<file path="src/rtl/assay_pkg.sv">
// Package assay_pkg: shared types and helpers for the assay lane scheduler.
//   state_t     - sequencer FSM states (IDLE, FILL, MIX, DETECT, FLUSH)
//   *_CYCLES_DEF - default phase lengths in clock cycles
//   idx_w()     - width of an index into n items (minimum 1 bit)
//   max2()      - larger of two values, used to size the phase counter
package assay_pkg;

    typedef enum logic [2:0] {
        IDLE,
        FILL,
        MIX,
        DETECT,
        FLUSH
    } state_t;

    localparam int unsigned FILL_CYCLES_DEF  = 16;
    localparam int unsigned MIX_CYCLES_DEF   = 64;
    localparam int unsigned DET_CYCLES_DEF   = 8;
    localparam int unsigned FLUSH_CYCLES_DEF = 16;

    function automatic int unsigned idx_w(input int unsigned n);
        return (n > 1) ? $clog2(n) : 1;
    endfunction

    function automatic int unsigned max2(input int unsigned a, input int unsigned b);
        return (a > b) ? a : b;
    endfunction

endpackage

</file>
<file path="src/rtl/assay_lane_scheduler_rr_arbiter.sv">
// rr_arbiter: combinational round-robin pick of the first set request at or
// after ptr, searching circularly. The parent registers the result.
//   req   [N]  - request vector
//   ptr   [W]  - lane with highest priority this round
//   grant [N]  - one-hot pick, zero when req is zero
//   idx   [W]  - binary index of the pick
module rr_arbiter
    import assay_pkg::*;
#(
    parameter int unsigned N = 12,
    parameter int unsigned W = idx_w(N)
) (
    input  logic [N-1:0] req,
    input  logic [W-1:0] ptr,
    output logic [N-1:0] grant,
    output logic [W-1:0] idx
);

    always_comb begin
        int unsigned j;
        logic        found;
        grant = '0;
        idx   = '0;
        found = 1'b0;
        j     = 0;
        for (int unsigned i = 0; i < N; i++) begin
            j = (32'(ptr) + i) % N;
            if (!found && req[j]) begin
                found    = 1'b1;
                idx      = W'(j);
                grant[j] = 1'b1;
            end
        end
    end

endmodule

</file>
<file path="src/rtl/assay_lane_scheduler.sv">
// assay_lane_scheduler: time-multiplexes one shared optical detector across
// N_LANES mixer/detector lanes. A round-robin arbiter picks a requesting lane,
// which is then driven through FILL, MIX, DETECT and FLUSH phases.
//   clk, rst     - clock, synchronous active-high reset
//   req          - per-lane level-sensitive assay request
//   grant        - one-hot lane being sequenced, zero when idle
//   valve_in     - inlet valve pair strobe (FILL)
//   pump_en      - mixer pump strobe (MIX)
//   det_en       - detector window strobe (DETECT)
//   valve_out    - outlet/flush valve strobe (FLUSH)
//   det_sample   - shared detector reading, captured on last DETECT cycle
//   abort        - (ASSAY_ABORT_EN only) skip straight to FLUSH, no result
//   res_valid    - one-cycle pulse on the first FLUSH cycle
//   res_lane     - lane index of the latest result
//   res_data     - latest captured sample
//   busy         - high in any non-IDLE state
// Optional feature macro: ASSAY_ABORT_EN
module assay_lane_scheduler
    import assay_pkg::*;
#(
    parameter int unsigned N_LANES      = 12,
    parameter int unsigned FILL_CYCLES  = FILL_CYCLES_DEF,
    parameter int unsigned MIX_CYCLES   = MIX_CYCLES_DEF,
    parameter int unsigned DET_CYCLES   = DET_CYCLES_DEF,
    parameter int unsigned FLUSH_CYCLES = FLUSH_CYCLES_DEF,
    parameter int unsigned SAMPLE_W     = 12
) (
    input  logic                        clk,
    input  logic                        rst,
    input  logic [N_LANES-1:0]          req,
    output logic [N_LANES-1:0]          grant,
    output logic [N_LANES-1:0]          valve_in,
    output logic [N_LANES-1:0]          pump_en,
    output logic [N_LANES-1:0]          det_en,
    output logic [N_LANES-1:0]          valve_out,
    input  logic [SAMPLE_W-1:0]         det_sample,
`ifdef ASSAY_ABORT_EN
    input  logic                        abort,
`endif
    output logic                        res_valid,
    output logic [$clog2(N_LANES)-1:0]  res_lane,
    output logic [SAMPLE_W-1:0]         res_data,
    output logic                        busy
);

    localparam int unsigned LW      = idx_w(N_LANES);
    localparam int unsigned MAX_CYC = max2(max2(FILL_CYCLES, MIX_CYCLES),
                                           max2(DET_CYCLES, FLUSH_CYCLES));
    localparam int unsigned CNT_W   = idx_w(MAX_CYC);

    localparam logic [CNT_W-1:0] FILL_LD  = CNT_W'(FILL_CYCLES - 1);
    localparam logic [CNT_W-1:0] MIX_LD   = CNT_W'(MIX_CYCLES - 1);
    localparam logic [CNT_W-1:0] DET_LD   = CNT_W'(DET_CYCLES - 1);
    localparam logic [CNT_W-1:0] FLUSH_LD = CNT_W'(FLUSH_CYCLES - 1);

    if (FILL_CYCLES == 0 || MIX_CYCLES == 0 || DET_CYCLES == 0 || FLUSH_CYCLES == 0) begin : g_bad_cycles
        $error("assay_lane_scheduler: every *_CYCLES parameter must be nonzero");
    end
    if (N_LANES < 2 || N_LANES > 32) begin : g_bad_lanes
        $error("assay_lane_scheduler: N_LANES must be in 2..32");
    end

    state_t             state;
    logic [CNT_W-1:0]   cnt;
    logic [LW-1:0]      ptr;
    logic [LW-1:0]      gidx;
    logic [LW-1:0]      ptr_nx;
    logic [LW-1:0]      arb_ptr;
    logic [N_LANES-1:0] arb_grant;
    logic [LW-1:0]      arb_idx;

    assign ptr_nx  = (gidx == LW'(N_LANES - 1)) ? '0 : gidx + 1'b1;
    // During FLUSH the arbiter already sees the post-assay pointer, so a
    // back-to-back grant on the last FLUSH cycle honours round-robin order.
    assign arb_ptr = (state == FLUSH) ? ptr_nx : ptr;

    rr_arbiter #(
        .N (N_LANES),
        .W (LW)
    ) u_arb (
        .req   (req),
        .ptr   (arb_ptr),
        .grant (arb_grant),
        .idx   (arb_idx)
    );

    always_ff @(posedge clk) begin
        if (rst) begin
            state     <= IDLE;
            cnt       <= '0;
            ptr       <= '0;
            gidx      <= '0;
            grant     <= '0;
            valve_in  <= '0;
            pump_en   <= '0;
            det_en    <= '0;
            valve_out <= '0;
            res_valid <= 1'b0;
            res_lane  <= '0;
            res_data  <= '0;
            busy      <= 1'b0;
        end else begin
            res_valid <= 1'b0;
`ifdef ASSAY_ABORT_EN
            if (abort && (state == FILL || state == MIX || state == DETECT)) begin
                state     <= FLUSH;
                cnt       <= FLUSH_LD;
                valve_in  <= '0;
                pump_en   <= '0;
                det_en    <= '0;
                valve_out <= grant;
            end else
`endif
            case (state)
                IDLE: begin
                    if (|req) begin
                        state    <= FILL;
                        cnt      <= FILL_LD;
                        grant    <= arb_grant;
                        gidx     <= arb_idx;
                        valve_in <= arb_grant;
                        busy     <= 1'b1;
                    end
                end
                FILL: begin
                    if (cnt == '0) begin
                        state    <= MIX;
                        cnt      <= MIX_LD;
                        valve_in <= '0;
                        pump_en  <= grant;
                    end else begin
                        cnt <= cnt - 1'b1;
                    end
                end
                MIX: begin
                    if (cnt == '0) begin
                        state   <= DETECT;
                        cnt     <= DET_LD;
                        pump_en <= '0;
                        det_en  <= grant;
                    end else begin
                        cnt <= cnt - 1'b1;
                    end
                end
                DETECT: begin
                    if (cnt == '0) begin
                        state     <= FLUSH;
                        cnt       <= FLUSH_LD;
                        det_en    <= '0;
                        valve_out <= grant;
                        res_valid <= 1'b1;
                        res_lane  <= gidx;
                        res_data  <= det_sample;
                    end else begin
                        cnt <= cnt - 1'b1;
                    end
                end
                FLUSH: begin
                    if (cnt == '0) begin
                        ptr       <= ptr_nx;
                        valve_out <= '0;
                        if (|req) begin
                            state    <= FILL;
                            cnt      <= FILL_LD;
                            grant    <= arb_grant;
                            gidx     <= arb_idx;
                            valve_in <= arb_grant;
                        end else begin
                            state <= IDLE;
                            grant <= '0;
                            busy  <= 1'b0;
                        end
                    end else begin
                        cnt <= cnt - 1'b1;
                    end
                end
                default: state <= IDLE;
            endcase
        end
    end

endmodule

</file>
<file path="config.mk">
export PLATFORM = sky130hd
export DESIGN_NAME = assay_lane_scheduler
export DESIGN_NICKNAME = d
export VERILOG_FILES = /design/src/rtl/assay_pkg.sv /design/src/rtl/assay_lane_scheduler_rr_arbiter.sv /design/src/rtl/assay_lane_scheduler.sv
export SDC_FILE = /design/constraint.sdc
export NUM_CORES = 1
export LEC_CHECK = 0
export CAP_MARGIN = 20
export CORE_MARGIN = 2
export CORE_UTILIZATION = 57
export DETAILED_ROUTE_END_ITERATION = 10
export PLACE_DENSITY_LB_ADDON = 0.3
export SYNTH_ARGS = -nofsm -noshare
export SYNTH_HDL_FRONTEND = slang
export SYNTH_HIERARCHICAL = 1
export SYNTH_SLANG_ARGS = --single-unit
</file>
<file path="constraint.sdc">
create_clock -name clk -period 8 [get_ports clk]
set_input_delay 1.6 -clock clk [delete_from_list [all_inputs] [get_ports clk]]
set_output_delay 1.6 -clock clk [all_outputs]
set_load 0.005 [all_outputs]
</file>
==> Word level (Yosys, flattened, before mapping) <==
Cells that the tools add are included.
{ "op_classes": {"n_lt_le_gt_ge": 24, "div_mod_pow": 12, "bitwise": 12, "n_shift": 0, "eq_ne": 11, "multipliers": 0, "add_sub_neg": 13, "mux": 118, "reduce_logical": 54} }
{ "op_table": {"columns": ["cell", "count"], "rows": [
  [">= comparator 32 x 1 -> 1 bit, second input constant", 12],
  ["< comparator 32 x 5 -> 1 bit, second input constant", 12],
  ["modulo 32 x 4 -> 32 bit, second input constant", 11],
  ["two-way mux 12 bit", 19],
  ["OR 12 bit", 11],
  ["case mux 12 bit (2 select lines)", 4],
  ["two-way mux 4 bit", 16],
  ["binary-select mux 1 bit (select 4 bit)", 12],
  ["demux 1 bit (select 4 bit)", 12],
  ["two-way mux 1 bit", 40],
  ["case mux 12 bit (3 select lines)", 1],
  ["modulo 4 x 4 -> 32 bit, second input constant", 1],
  ["two-way mux 6 bit", 5],
  ["case mux 6 bit (5 select lines)", 1],
  ["logical AND 1 bit", 23],
  ["adder 4 x 3 -> 5 bit, second input constant", 4],
  ["adder 4 x 4 -> 5 bit, second input constant", 4],
  ["two-way mux 3 bit", 5],
  ["case mux 3 bit (5 select lines)", 1],
  ["AND reduction 3 bit", 5],
  ["OR reduction 12 bit", 1],
  ["logical NOT 1 bit", 11],
  ["adder 4 x 2 -> 5 bit, second input constant", 2],
  ["!= test 2 bit, second input constant", 5],
  ["20 further kinds", 26]
]} }
{ "word_totals": {"memories": 0, "regBits": 95, "out_inout_bits": 78, "mem_bits_ro": 0, "latchBits": 0, "wordCells": 257, "in_bits": 26, "ramBits": 0} }

==> Logic depth before layout (Yosys ltp) <==
Gate-level depths: netlist (run 1).
{ "logic_depth": {"word_depth": 43, "mapped_depth": 30, "ltp_nobuf": 23} }

==> Modules after synthesis <==
The synthesis (run 1) kept the hierarchy.
{ "by_module_without_submodules": {"columns": ["module", "cells_each", "instances", "area_each_um2", "seq_area_each_um2"], "rows": [
  ["rr_arbiter", 683, 1, 4684.5, 0.0],
  ["assay_lane_scheduler", 415, 1, 3728.6, 1901.8]
]} }

==> Worst setup path after synthesis (run 1) <==
No wires, ideal clock.
{ "synth_path": {"path_kind": "register -> register", "from": "reg state[2]", "to": "reg grant[7]", "t_arrival_ps": 5800, "path_stages_with_launch": 25, "setup_time_ps": 117, "setup_slack_ps": 2084, "required_ps": 7883, "path_cell_list": "dfxtp_1 > buf_1 > nand2_1 > clkbuf_1 > o21ai_0 > buf_6 > inv_1 > ha_1 > clkbuf_1 > a21oi_1 > inv_1 > ha_1 > nor2b_1 > and3_1 > o211ai_1 > and3_1 > clkbuf_1 > a311o_1 > and2_1 > and4_4 > nor2b_1 > buf_6 > and3_1 > or4_1 > a22o_1"} }
{ "synth_via": {"elab_chain_cells": 42, "word_cells_on_any_way": 174, "cone_classes": "add/sub: 11; div: 12; order compare: 24; eq/ne: 3; mux: 76; bitwise: 11; reduce/logical: 37"} }
{ "synth_lines": {"columns": ["item", "line", "rtl"], "rows": [
  ["from (decl)", "assay_lane_scheduler.sv:63", "state_t state;"],
  ["from (signal assigned)", "assay_lane_scheduler.sv:89", "state <= IDLE;"],
  ["from (signal assigned)", "assay_lane_scheduler.sv:117", "state <= FILL;"],
  ["from (signal assigned)", "assay_lane_scheduler.sv:127", "state <= MIX;"],
  ["equality test 3 bit (*)", "assay_lane_scheduler.sv:75", "assign arb_ptr = (state == FLUSH) ? ptr_nx : ptr;"],
  ["two-way mux 4 bit (*)", "assay_lane_scheduler.sv:75", null],
  ["net arb_ptr[3]", "assay_lane_scheduler.sv:68", "logic [LW-1:0] arb_ptr;"],
  ["branches (longest 36 deep; another with modulo 32 x 4 -> 32 bit)", null, null],
  ["two-way mux 12 bit (*)", "assay_lane_scheduler_rr_arbiter.sv:28", "if (!found && req[j]) begin"],
  ["net arb_grant[7]", "assay_lane_scheduler.sv:69", "logic [N_LANES-1:0] arb_grant;"],
  ["two-way mux 12 bit", "assay_lane_scheduler.sv:162", "if (|req) begin"],
  ["two-way mux 12 bit", "assay_lane_scheduler.sv:159", "if (cnt == '0) begin"],
  ["case mux 12 bit (2 select lines) (*)", "assay_lane_scheduler.sv:114", "case (state)"],
  ["to (signal assigned)", "assay_lane_scheduler.sv:119", "grant <= arb_grant;"],
  ["to (signal assigned)", "assay_lane_scheduler.sv:165", "grant <= arb_grant;"],
  ["to (decl)", "assay_lane_scheduler.sv:31", "output logic [N_LANES-1:0] grant,"]
]} }
Mark *: on every way through the listed nets, which the timed path passes. The select of a mux whose other input is x is not followed.
A chain may end at the register's enable or synchronous reset.

==> Worst setup path in the final report (run 1) <==
{ "layout_path": {"from": "reg state[0]", "to": "reg grant[3]"} }
Same word-level chain as after synthesis.

==> results of run 1 <==
-- state kept, by name (all words and copies together), names as in the netlist --
register   count
state          3
grant         12
det_en        12
pump_en       12
res_data      12
valve_in      12
valve_out     12
busy           1
gidx           4
res_lane       4
ptr            4
res_valid      1
cnt            6
-- cells in the mapped netlist (16+ instances only) --
| library cell | number |
|---|---|
| dfxtp_1 | 95 |
| nand2b_1 | 16 |
| ha_1 | 39 |
| nand2_1 | 132 |
| clkbuf_1 | 34 |
| mux2i_1 | 19 |
| a21oi_1 | 92 |
| a22o_1 | 39 |
| o22ai_1 | 16 |
| inv_1 | 44 |
| nand3_1 | 66 |
| buf_2 | 23 |
| nor3_1 | 42 |
| nor2_1 | 64 |
| o21ai_0 | 44 |
-- layout by cell type (no fill, tap or decap), types with 19 or more instances in the layout --
cell	instances
dfxtp_1	95
a22o_1	39
a21oi_1	92
nor3_1	42
nand3_1	66
nor2_1	64
ha_1	39
mux2i_1	19
buf_4	20
clkdlybuf4s50_1	102
inv_1	44
nand2_1	132
o21ai_0	42
-- stage by stage --
stage	hold WS, ns	total power [mW]	setup slack, ns	std cells
6_report	0.4514	1.244	0.8319	1342
5_1_grt	0.4663	1.302	0.2757	1342
4_1_cts	0.4522	1.242	1.092	1341
3_5_place_dp	0.4445	0.8416	1.145	1326
3_3_place_gp	0.4385	0.8398	1.196	1326
2_1_floorplan	0.4479	0.7622	2.084	1098
-- power by group --
group | internal [mW] | switching, mW
clock | 0.221 | 0.184
sequential | 0.496 | 0.0353
combinational | 0.123 | 0.186
-- kinds of logic (layout without fill, tap and decap cells) --
kind of cell    Yosys count  after routing  share of synthesized area (%)
flops                    95             95                          22.61
compound gates          351            351                          29.40
mux                      33             33                          5.473
fa+ha+maj                39             39                          5.800
simple gates            437            437                          27.08
buf+inv                 128            188                          7.451
xor+xnor                 15             15                          2.186
-- path summary, 6_finish.rpt --
path | slack, ns | to
setup / recovery | 0.83 | grant[3]
hold / removal | 0.45 | det_en[6]
hold reg to reg | 0.45 | det_en[6]
setup reg to reg | 0.83 | grant[3]
-- critical path, delay by kind of cell, from the launching register on --
kind                     cells  cell delay (ns)
AND/OR/NAND/NOR              6             3.02
AO/OA/AOI/OAI                6             1.21
multiplexers                 1             0.41
adder cells (fa/ha/maj)      2             0.75
XOR/XNOR                     1             0.45
flip-flops                   1             0.44
buffers and inverters        3             0.82
-- area by class of cell --
cell class / instances / area, sq um / area share [%]
multi-input cells: 875 / 5888 / 60.93
flip-flops and latches: 95 / 1902 / 19.68
repair buffers: 123 / 1176 / 12.17
clock buffers: 10 / 239.0 / 2.473
well taps: 184 / 230.2 / 2.382
inverters: 50 / 187.7 / 1.942
clock inverters: 5 / 41.29 / 0.4272
-- layer usage --
layer / vias to the layer above / part of all wire, % / track usage [%]
met5: - / 0 / 0
met4: 0 / 5.5 / 17.91
met3: 107 / 9.1 / 5.006
met2: 547 / 46 / 57.33
met1: 4134 / 39 / 43.60
li1: 4227 / - / -
==> results.ini, run 1 <==
[timing]
max_freq_mhz=139.5
final-max-slew-violation-count=0
rsz0062_at_grt=no
fin_crit_sh_pct=89.60
setup_viol=0
timing.setup.tns_ns=0
finalHoldViolCount=0
fin_crit_ns=7.168
max-slew-margin-rel_pct=27.96
worst_pin_slew_ns=1.071
skew_ns=0.006207

[critical_path]
crit_path_start_kind=flop
crit_fanout=23
cpMaxStageDelayCell=nor4_1
slowest_delay_ns=0.88
crit_start=state[0]
worstSetupEndpointType=flop
crit_arrival_ns=7.44
crit_required_ns=8.28
path_cells=nor2_1 -> nand2_1 -> mux2_2 -> inv_1 -> ha_1 -> buf_4 -> xor2_2 -> inv_2 -> nand3_2 -> ha_1 -> a21oi_1 -> o211a_1 -> nor3_2 -> nand3_1 -> nor4_1 -> a21oi_1 -> o32a_1 -> o211ai_1 -> a22o_1
reg2reg_depth=19
r2r_start=state[0]
path_class=flop to flop

[pwr]
power_density_nw_per_um2=128.8
ir_worst_vdd_mv=0.1303
leakagePower_nw=3.481

[logic_synthesis]
ys_seq_area_share_pct=22.61
synthArstFlopShare_pct=0
netlist_top_cells_area=dfxtp_1 23%, nand2_1 5.9%, ha_1 5.8%, a21oi_1 5.5%, a22o_1 4.1%
synthFlopType=dfxtp_1
syn_area_sq_um=8413
synth_cells=1098
syn_nets=1163
syn_avg_cell_area_sq_um=7.662
ys_warn_count=6
synth_seq_cells=95
synth_edf_count=0
synth.top_cell.area_share_pct=22.61
synth_top_area_cell=dfxtp_1
ys_types=101

[floorplan]
fp.dieH_um=125.5
io_pins=104
die-area_sq_um=15750
die_w_um=125.5
start_util_pct=58.11
rows=44
core_sq_um=14480

[detailed_routing]
first_pass_iters=6
routed_wl_um=28050
vias=9015
wl_per_cell_um=20.90
drt_iter0_drc=1210
drc=0
via_per_inst=6.718
antenna_left=0

[cts]
cts_hold_buf=0
clk-insertion-delay-late_ns=0.34
cts_buffers=9
clock-root-buffer=clkbuf_16
cts_resized=0
clkSinkCount=95
cts_setup_buffers=0
clk_pin_slew_ns=0.07
htreeDepth=3
cts_buffer_depth=2
cts_tree=built

[cells_and_area]
syn_to_final_growth_pct=14.87
fin_util_pct=66.75
nFillCells=1241
antennaDiodeCount=0
final_design_area_no_fill_sq_um=9664
nNetsFinal=1219
drive_above_1_share_pct=8.204

[placed_design]
io_buffers=103
hpwlAfterDp_um=21580
place.gp.congestion=1.065
dpl_cell_area_sq_um=9376

[flow_run]
cap_violations=0

[global_routing]
antenna_found_initial=0
grt_pass1_vias=8360
grt_max_degree=66
grt_pass1_wl_um=44360
track_usage_pct=34.56
overflow=0

[hold_path]
min_path_type=flop to flop
whs_path_depth=2
hp-start=det_en[6]

[outcome]
outcome=finished, final reports clean

Power figures use the tool's default switching activity.
==> run 2, diff against run 1 <==
CORE_ASPECT_RATIO = 0.8   (was default)
==> run 2 against run 1 <==
  * Sequential share of layout area increased by 0.077 points
  * Fmax decreased by 1.2%
  * Clock-buffer cell count decreased by 1
  * Highest routed layer unchanged
==> results.ini, run 2 (same netlist as run 1, synthesis figures left out) <==
[timing]
finalHoldViolCount=0  ; unchanged
setup_viol=0  ; unchanged
skew_ns=0.008155  ; was 0.006207 ns
max_freq_mhz=137.8  ; was 139.5 MHz
final-max-slew-violation-count=0  ; unchanged
max-slew-margin-rel_pct=27.33  ; was 27.96%
rsz0062_at_grt=no  ; unchanged
timing.setup.tns_ns=0  ; unchanged
fin_crit_ns=7.259  ; was 7.168 ns
fin_crit_sh_pct=90.73  ; was 89.60%
worst_pin_slew_ns=1.075  ; was 1.071 ns

[cts]
clkSinkCount=95  ; unchanged
clock-root-buffer=clkbuf_16  ; unchanged
clk-insertion-delay-late_ns=0.35  ; was 0.34 ns
cts_hold_buf=0  ; unchanged
cts_resized=0  ; unchanged
htreeDepth=3  ; unchanged
cts_setup_buffers=0  ; unchanged
cts_tree=built  ; unchanged
cts_buffer_depth=2  ; unchanged
clk_pin_slew_ns=0.07  ; about the same
cts_buffers=9  ; unchanged

[cells_and_area]
nNetsFinal=1213  ; was 1,219
layout.cells.non_filler=1337  ; was 1,342
final_cell_mix=132 x nand2_1, 102 x clkdlybuf4s50_1, 95 x dfxtp_1  ; unchanged
syn_to_final_growth_pct=14.43  ; was 14.87%
fin_util_pct=67.10  ; was 66.75%
antennaDiodeCount=0  ; unchanged
drive_above_1_share_pct=7.806  ; was 8.204%
final_common_cell=nand2_1  ; unchanged

[critical_path]
crit_fanout=23  ; unchanged
cpMostUsedCell=ha_1
path_cells=nor2_1 -> nand2_1 -> mux2_2 -> inv_1 -> ha_1 -> xor2_2 -> inv_2 -> nand3_2 -> ha_1 -> o2111ai_1 -> o21ai_1 -> nor4b_4 -> nor3_2 -> nand3_1 -> nor3_1 -> and3_1 -> a221o_1 -> or4_1 -> a22o_1  ; was nor2_1 -> nand2_1 -> mux2_2 -> inv_1 -> ha_1 -> buf_4 -> xor2_2 -> inv_2 -> nand3_2 -> ha_1 -> a21oi_1 -> o211a_1 -> nor3_2 -> nand3_1 -> nor4_1 -> a21oi_1 -> o32a_1 -> o211ai_1 -> a22o_1
path_class=flop to flop  ; unchanged
crit_family=simple AND/OR/NAND/NOR gates  ; unchanged
crit_path_start_kind=flop  ; unchanged
crit_arrival_ns=7.49  ; was 7.44 ns
worstSetupEndpointType=flop  ; unchanged
crit_required_ns=8.24  ; was 8.28 ns
cpMaxStageDelayCell=ha_1  ; was nor4_1
slowest_delay_ns=0.63  ; was 0.88 ns
path_buf_inv=2  ; was 3

[detailed_routing]
vias=9096  ; was 9,015
first_pass_iters=6  ; unchanged
drt_iter0_drc=1656  ; was 1,210
antenna_left=0  ; unchanged
drc=0  ; unchanged
wl_per_cell_um=21.87  ; was 20.90 um
routed_wl_um=29240  ; was 28,050 um
via_per_inst=6.803  ; was 6.718

[floorplan]
start_util_pct=58.64  ; was 58.11%
rows=39  ; was 44
core_sq_um=14350  ; was 14,480 sq um
die-area_sq_um=15750  ; about the same
fp.dieH_um=112.7  ; was 125.5 um
die_w_um=139.8  ; was 125.5 um
io_pins=104  ; unchanged

[global_routing]
grt_pass1_vias=8054  ; was 8,360
track_usage_pct=35.80  ; was 34.56%
grt_max_degree=66  ; unchanged
grt_pass1_wl_um=44920  ; was 44,360 um
overflow=0  ; unchanged
antenna_found_initial=0  ; unchanged

[pwr]
power_density_nw_per_um2=130.6  ; was 128.8 nW/um^2
leakagePower_nw=3.458  ; was 3.481 nW
ir_worst_vdd_mv=0.1545  ; was 0.1303 mV

[placed_design]
place.gp.congestion=1.032  ; was 1.065
io_buffers=103  ; unchanged
hpwlAfterDp_um=22510  ; was 21,580 um
dp_cells=1320  ; was 1,326

[flow_run]
cap_violations=0  ; unchanged

[outcome]
outcome=finished, final reports clean  ; unchanged

[hold_path]
min_path_type=flop to flop  ; unchanged

-- run 2: changes by cell type in the layout (fill, tap and decap cells not counted), sizes merged --
| cell | change |
|---|---|
| buf | -7 |
| clkinv | +2 |
| clkinvlp | -1 |
| inv | +1 |
-- run 2: layout make-up --
cell class              instances  area, sq um
inverters                      50        187.7
well taps                     184        230.2
fillers                      1200         4720
clock buffers                   9        225.2
repair buffers                117         1131
clock inverters                 7        62.56
flip-flops and latches         95         1902
multi-input cells             875         5888
-- run 2: metal layers --
metal	up-vias	share of wire, %	GRT usage, %
met5	-	0	0
met4	0	2.5	10.33
met3	73	13	11.48
met2	605	40	49.59
met1	4211	44	52.80
li1	4207	-	-
-- run 2: worst reg2reg max path, delay by kind of cell (launching register included) --
| kind | cells | cell delay (ns) |
|---|---|---|
| AND/OR/NAND/NOR | 9 | 3.18 |
| AO/OA/AOI/OAI | 4 | 0.98 |
| adder cells (fa/ha/maj) | 2 | 0.97 |
| buffers and inverters | 2 | 0.60 |
| multiplexers | 1 | 0.54 |
| XOR/XNOR | 1 | 0.45 |
| flip-flops | 1 | 0.44 |
-- run 2: metrics by stage --
stage               total power, mW  cell area [sq um]  setup WS, ns  hold WS (ns)
floorplan                    0.7622               8413         2.084        0.4479
global placement             0.8391               9331         1.114        0.4378
detailed placement           0.8433               9331        0.9801        0.4437
CTS                           1.254               9619        0.9323        0.4522
global route                  1.313               9627        0.2315        0.4677
finish                        1.258               9627        0.7413        0.4521
-- run 2: worst paths after layout --
path	startpoint	endpoint	slack [ns]	depth (start not counted)
max reg2reg	state[0]	valve_in[7]	0.74	19
max	state[0]	valve_in[7]	0.74	19
min	pump_en[10]	pump_en[10]	0.45	2
min reg2reg	pump_en[10]	pump_en[10]	0.45	2
-- run 2: report_power, final --
group / internal (mW) / total, mW / leakage (nW) / switching [mW]
Clock: 0.217 / 0.415 / 0.139 / 0.197
Combinational: 0.121 / 0.311 / 2.55 / 0.191
Sequential: 0.496 / 0.532 / 0.768 / 0.0356
==> run 3, diff against run 2 <==
CORE_MARGIN = default   (was 2)
CORE_UTILIZATION = 62   (was 57)
SLEW_MARGIN = 20   (was default)
clock period = 8.8 ns   (was 8 ns; I/O delays follow)
==> run 3 against run 2 <==
  * Die area decreased by 11%
  * Largest power group unchanged
  * Largest cell class unchanged
  * Critical path type unchanged
  * Critical endpoint unchanged
  * Final cell count decreased by 0.97%
  * Wire length increased by 2.6%
  * Clock-buffer cell count increased by 1
  * First-iteration DRC count increased by 3.0%
  * Final area increased by 0.26%
  * Combinational power decreased by 4%
==> results.ini, run 3 (same netlist as run 1, synthesis figures left out) <==
[cts]
cts_setup_buffers=0  ; unchanged
cts_buffer_depth=2  ; unchanged
htreeDepth=3  ; unchanged
clkSinkCount=95  ; unchanged
cts_tree=built  ; unchanged
clk-insertion-delay-late_ns=0.35  ; about the same
cts_hold_buf=0  ; unchanged
cts_resized=0  ; unchanged
clock-root-buffer=clkbuf_16  ; unchanged
cts_buffers=9  ; unchanged
clk_pin_slew_ns=0.06  ; was 0.07 ns

[timing]
worst_pin_slew_ns=1.200  ; was 1.075 ns
max-slew-margin-rel_pct=19.33  ; was 27.33%
timing.setup.tns_ns=0  ; unchanged
fin_crit_sh_pct=85.29  ; was 90.73%
fin_crit_ns=7.505  ; was 7.259 ns
rsz0062_at_grt=no  ; unchanged
max_freq_mhz=133.2  ; was 137.8 MHz
final-max-slew-violation-count=0  ; unchanged
setup_viol=0  ; unchanged
finalHoldViolCount=0  ; unchanged
skew_ns=0.006221  ; was 0.008155 ns

[detailed_routing]
drt_iter0_drc=1706  ; was 1,656
routed_wl_um=30010  ; was 29,240 um
antenna_left=0  ; unchanged
wl_per_cell_um=22.66  ; was 21.87 um
vias=9495  ; was 9,096
via_per_inst=7.171  ; was 6.803
first_pass_iters=11  ; was 6
drc=0  ; unchanged

[cells_and_area]
layout.cells.non_filler=1324  ; was 1,337
nNetsFinal=1209  ; was 1,213
syn_to_final_growth_pct=14.72  ; was 14.43%
drive_above_1_share_pct=7.485  ; was 7.806%
antennaDiodeCount=0  ; unchanged
final_common_cell=nand2_1  ; unchanged
final_cell_mix=132 x nand2_1, 102 x clkdlybuf4s50_1, 95 x dfxtp_1  ; unchanged

[critical_path]
cpMaxStageDelayCell=mux2_2  ; was ha_1
path_class=flop to flop  ; unchanged
worstSetupEndpointType=flop  ; unchanged
crit_path_start_kind=flop  ; unchanged
slowest_delay_ns=0.87  ; was 0.63 ns
crit_required_ns=9.03  ; was 8.24 ns
crit_fanout=29  ; was 23
crit_arrival_ns=7.74  ; was 7.49 ns
path_cells=nor2_1 -> nand2_1 -> mux2_2 -> inv_1 -> ha_1 -> xor2_2 -> inv_2 -> nand3_2 -> ha_1 -> o2111ai_1 -> o21ai_1 -> nor4b_4 -> nor4_1 -> a22o_1 -> a221oi_1 -> o221ai_1 -> a221o_1 -> or4_1 -> a22o_1  ; was nor2_1 -> nand2_1 -> mux2_2 -> inv_1 -> ha_1 -> xor2_2 -> inv_2 -> nand3_2 -> ha_1 -> o2111ai_1 -> o21ai_1 -> nor4b_4 -> nor3_2 -> nand3_1 -> nor3_1 -> and3_1 -> a221o_1 -> or4_1 -> a22o_1

[floorplan]
fp.dieH_um=106.2  ; was 112.7 um
die-area_sq_um=14040  ; was 15,750 sq um
die_w_um=132.2  ; was 139.8 um
start_util_pct=64.44  ; was 58.64%
rows=37  ; was 39
core_sq_um=13060  ; was 14,350 sq um
io_pins=104  ; unchanged

[global_routing]
grt_pass1_vias=8308  ; was 8,054
overflow=0  ; unchanged
track_usage_pct=42.37  ; was 35.80%
grt_max_degree=66  ; unchanged
grt_pass1_wl_um=46810  ; was 44,920 um
antenna_found_initial=1  ; was 0

[pwr]
cellInternalPower_mw=0.8487  ; was 0.8342 mW
power_frac_comb_pct=24.1  ; was 24.7%
swShare_pct=31.55  ; was 33.67%
power_density_nw_per_um2=128.5  ; was 130.6 nW/um^2
p_sw_mw=0.3912  ; was 0.4234 mW
share_clk_of_total_power_pct=36.9  ; was 33.0%
pwr-share-seq_pct=39.0  ; was 42.3%
leakagePower_nw=3.470  ; was 3.458 nW
ir_worst_vdd_mv=0.1412  ; was 0.1545 mV

[flow_run]
cap_violations=0  ; unchanged

[placed_design]
dp_cells=1308  ; was 1,320
place.gp.congestion=1.049  ; was 1.032
io_buffers=103  ; unchanged
hpwlAfterDp_um=22080  ; was 22,510 um

[outcome]
outcome=finished, final reports clean  ; unchanged

[hold_path]
min_path_type=flop to flop  ; unchanged

==> run 3: stage by stage <==
stage	total power, mW	hold slack, ns	setup WS, ns	util [%]	area (sq um)
after floorplan	0.6929	0.4479	2.884	-	8413
after global placement	0.7614	0.4374	1.898	71.22	9298
after detailed placement	0.7705	0.4432	1.692	71.22	9298
after CTS	1.230	0.4526	1.576	73.93	9652
after global routing	1.287	0.4759	0.8450	73.93	9652
final	1.240	0.4516	1.295	73.93	9652
==> run 3: cell type report <==
cell class,count,area (sq um)
Clock buffer,10,239.0
Clock inverter,6,115.1
Fill cell,977,3403
Inverter,50,187.7
Multi-Input combinational cell,875,5888
Sequential cell,95,1902
Tap cell,175,219.0
Timing Repair Buffer,113,1101
==> run 3: routing by layer <==
metal  wire (um)  global-route usage (%)
met1       12220                   60.74
met2       12350                   60.47
met3        4829                   15.16
met4         598                   8.539
met5          13                       0
==> run 3: critical path: cells and delay by family (launching register included) <==
| family | cells | cell delay, ns |
|---|---|---|
| AO/OA/AOI/OAI | 7 | 1.77 |
| XOR/XNOR | 1 | 0.44 |
| adder cells (fa/ha/maj) | 2 | 0.86 |
| buffers and inverters | 2 | 0.54 |
| flip-flops | 1 | 0.46 |
| multiplexers | 1 | 0.87 |
| AND/OR/NAND/NOR | 6 | 2.43 |
==> run 3: power by group through the flow <==
| stage | Sequential (mW) | Combinational (mW) | Clock (mW) |
|---|---|---|---|
| after global placement | 0.491 | 0.271 | 0 |
| after floorplan | 0.477 | 0.216 | 0 |
| after CTS | 0.483 | 0.286 | 0.461 |
| final | 0.484 | 0.299 | 0.457 |
| after global routing | 0.488 | 0.319 | 0.481 |
| after detailed placement | 0.492 | 0.278 | 0 |
==> run 3: path summary, 6_finish.rpt <==
check,startpoint,end,slack [ns],cells after the start
hold / removal,pump_en[0],pump_en[0],0.45,2
setup reg to reg,state[0],valve_in[7],1.29,19
setup / recovery,state[0],valve_in[7],1.29,19
hold reg to reg,pump_en[0],pump_en[0],0.45,2
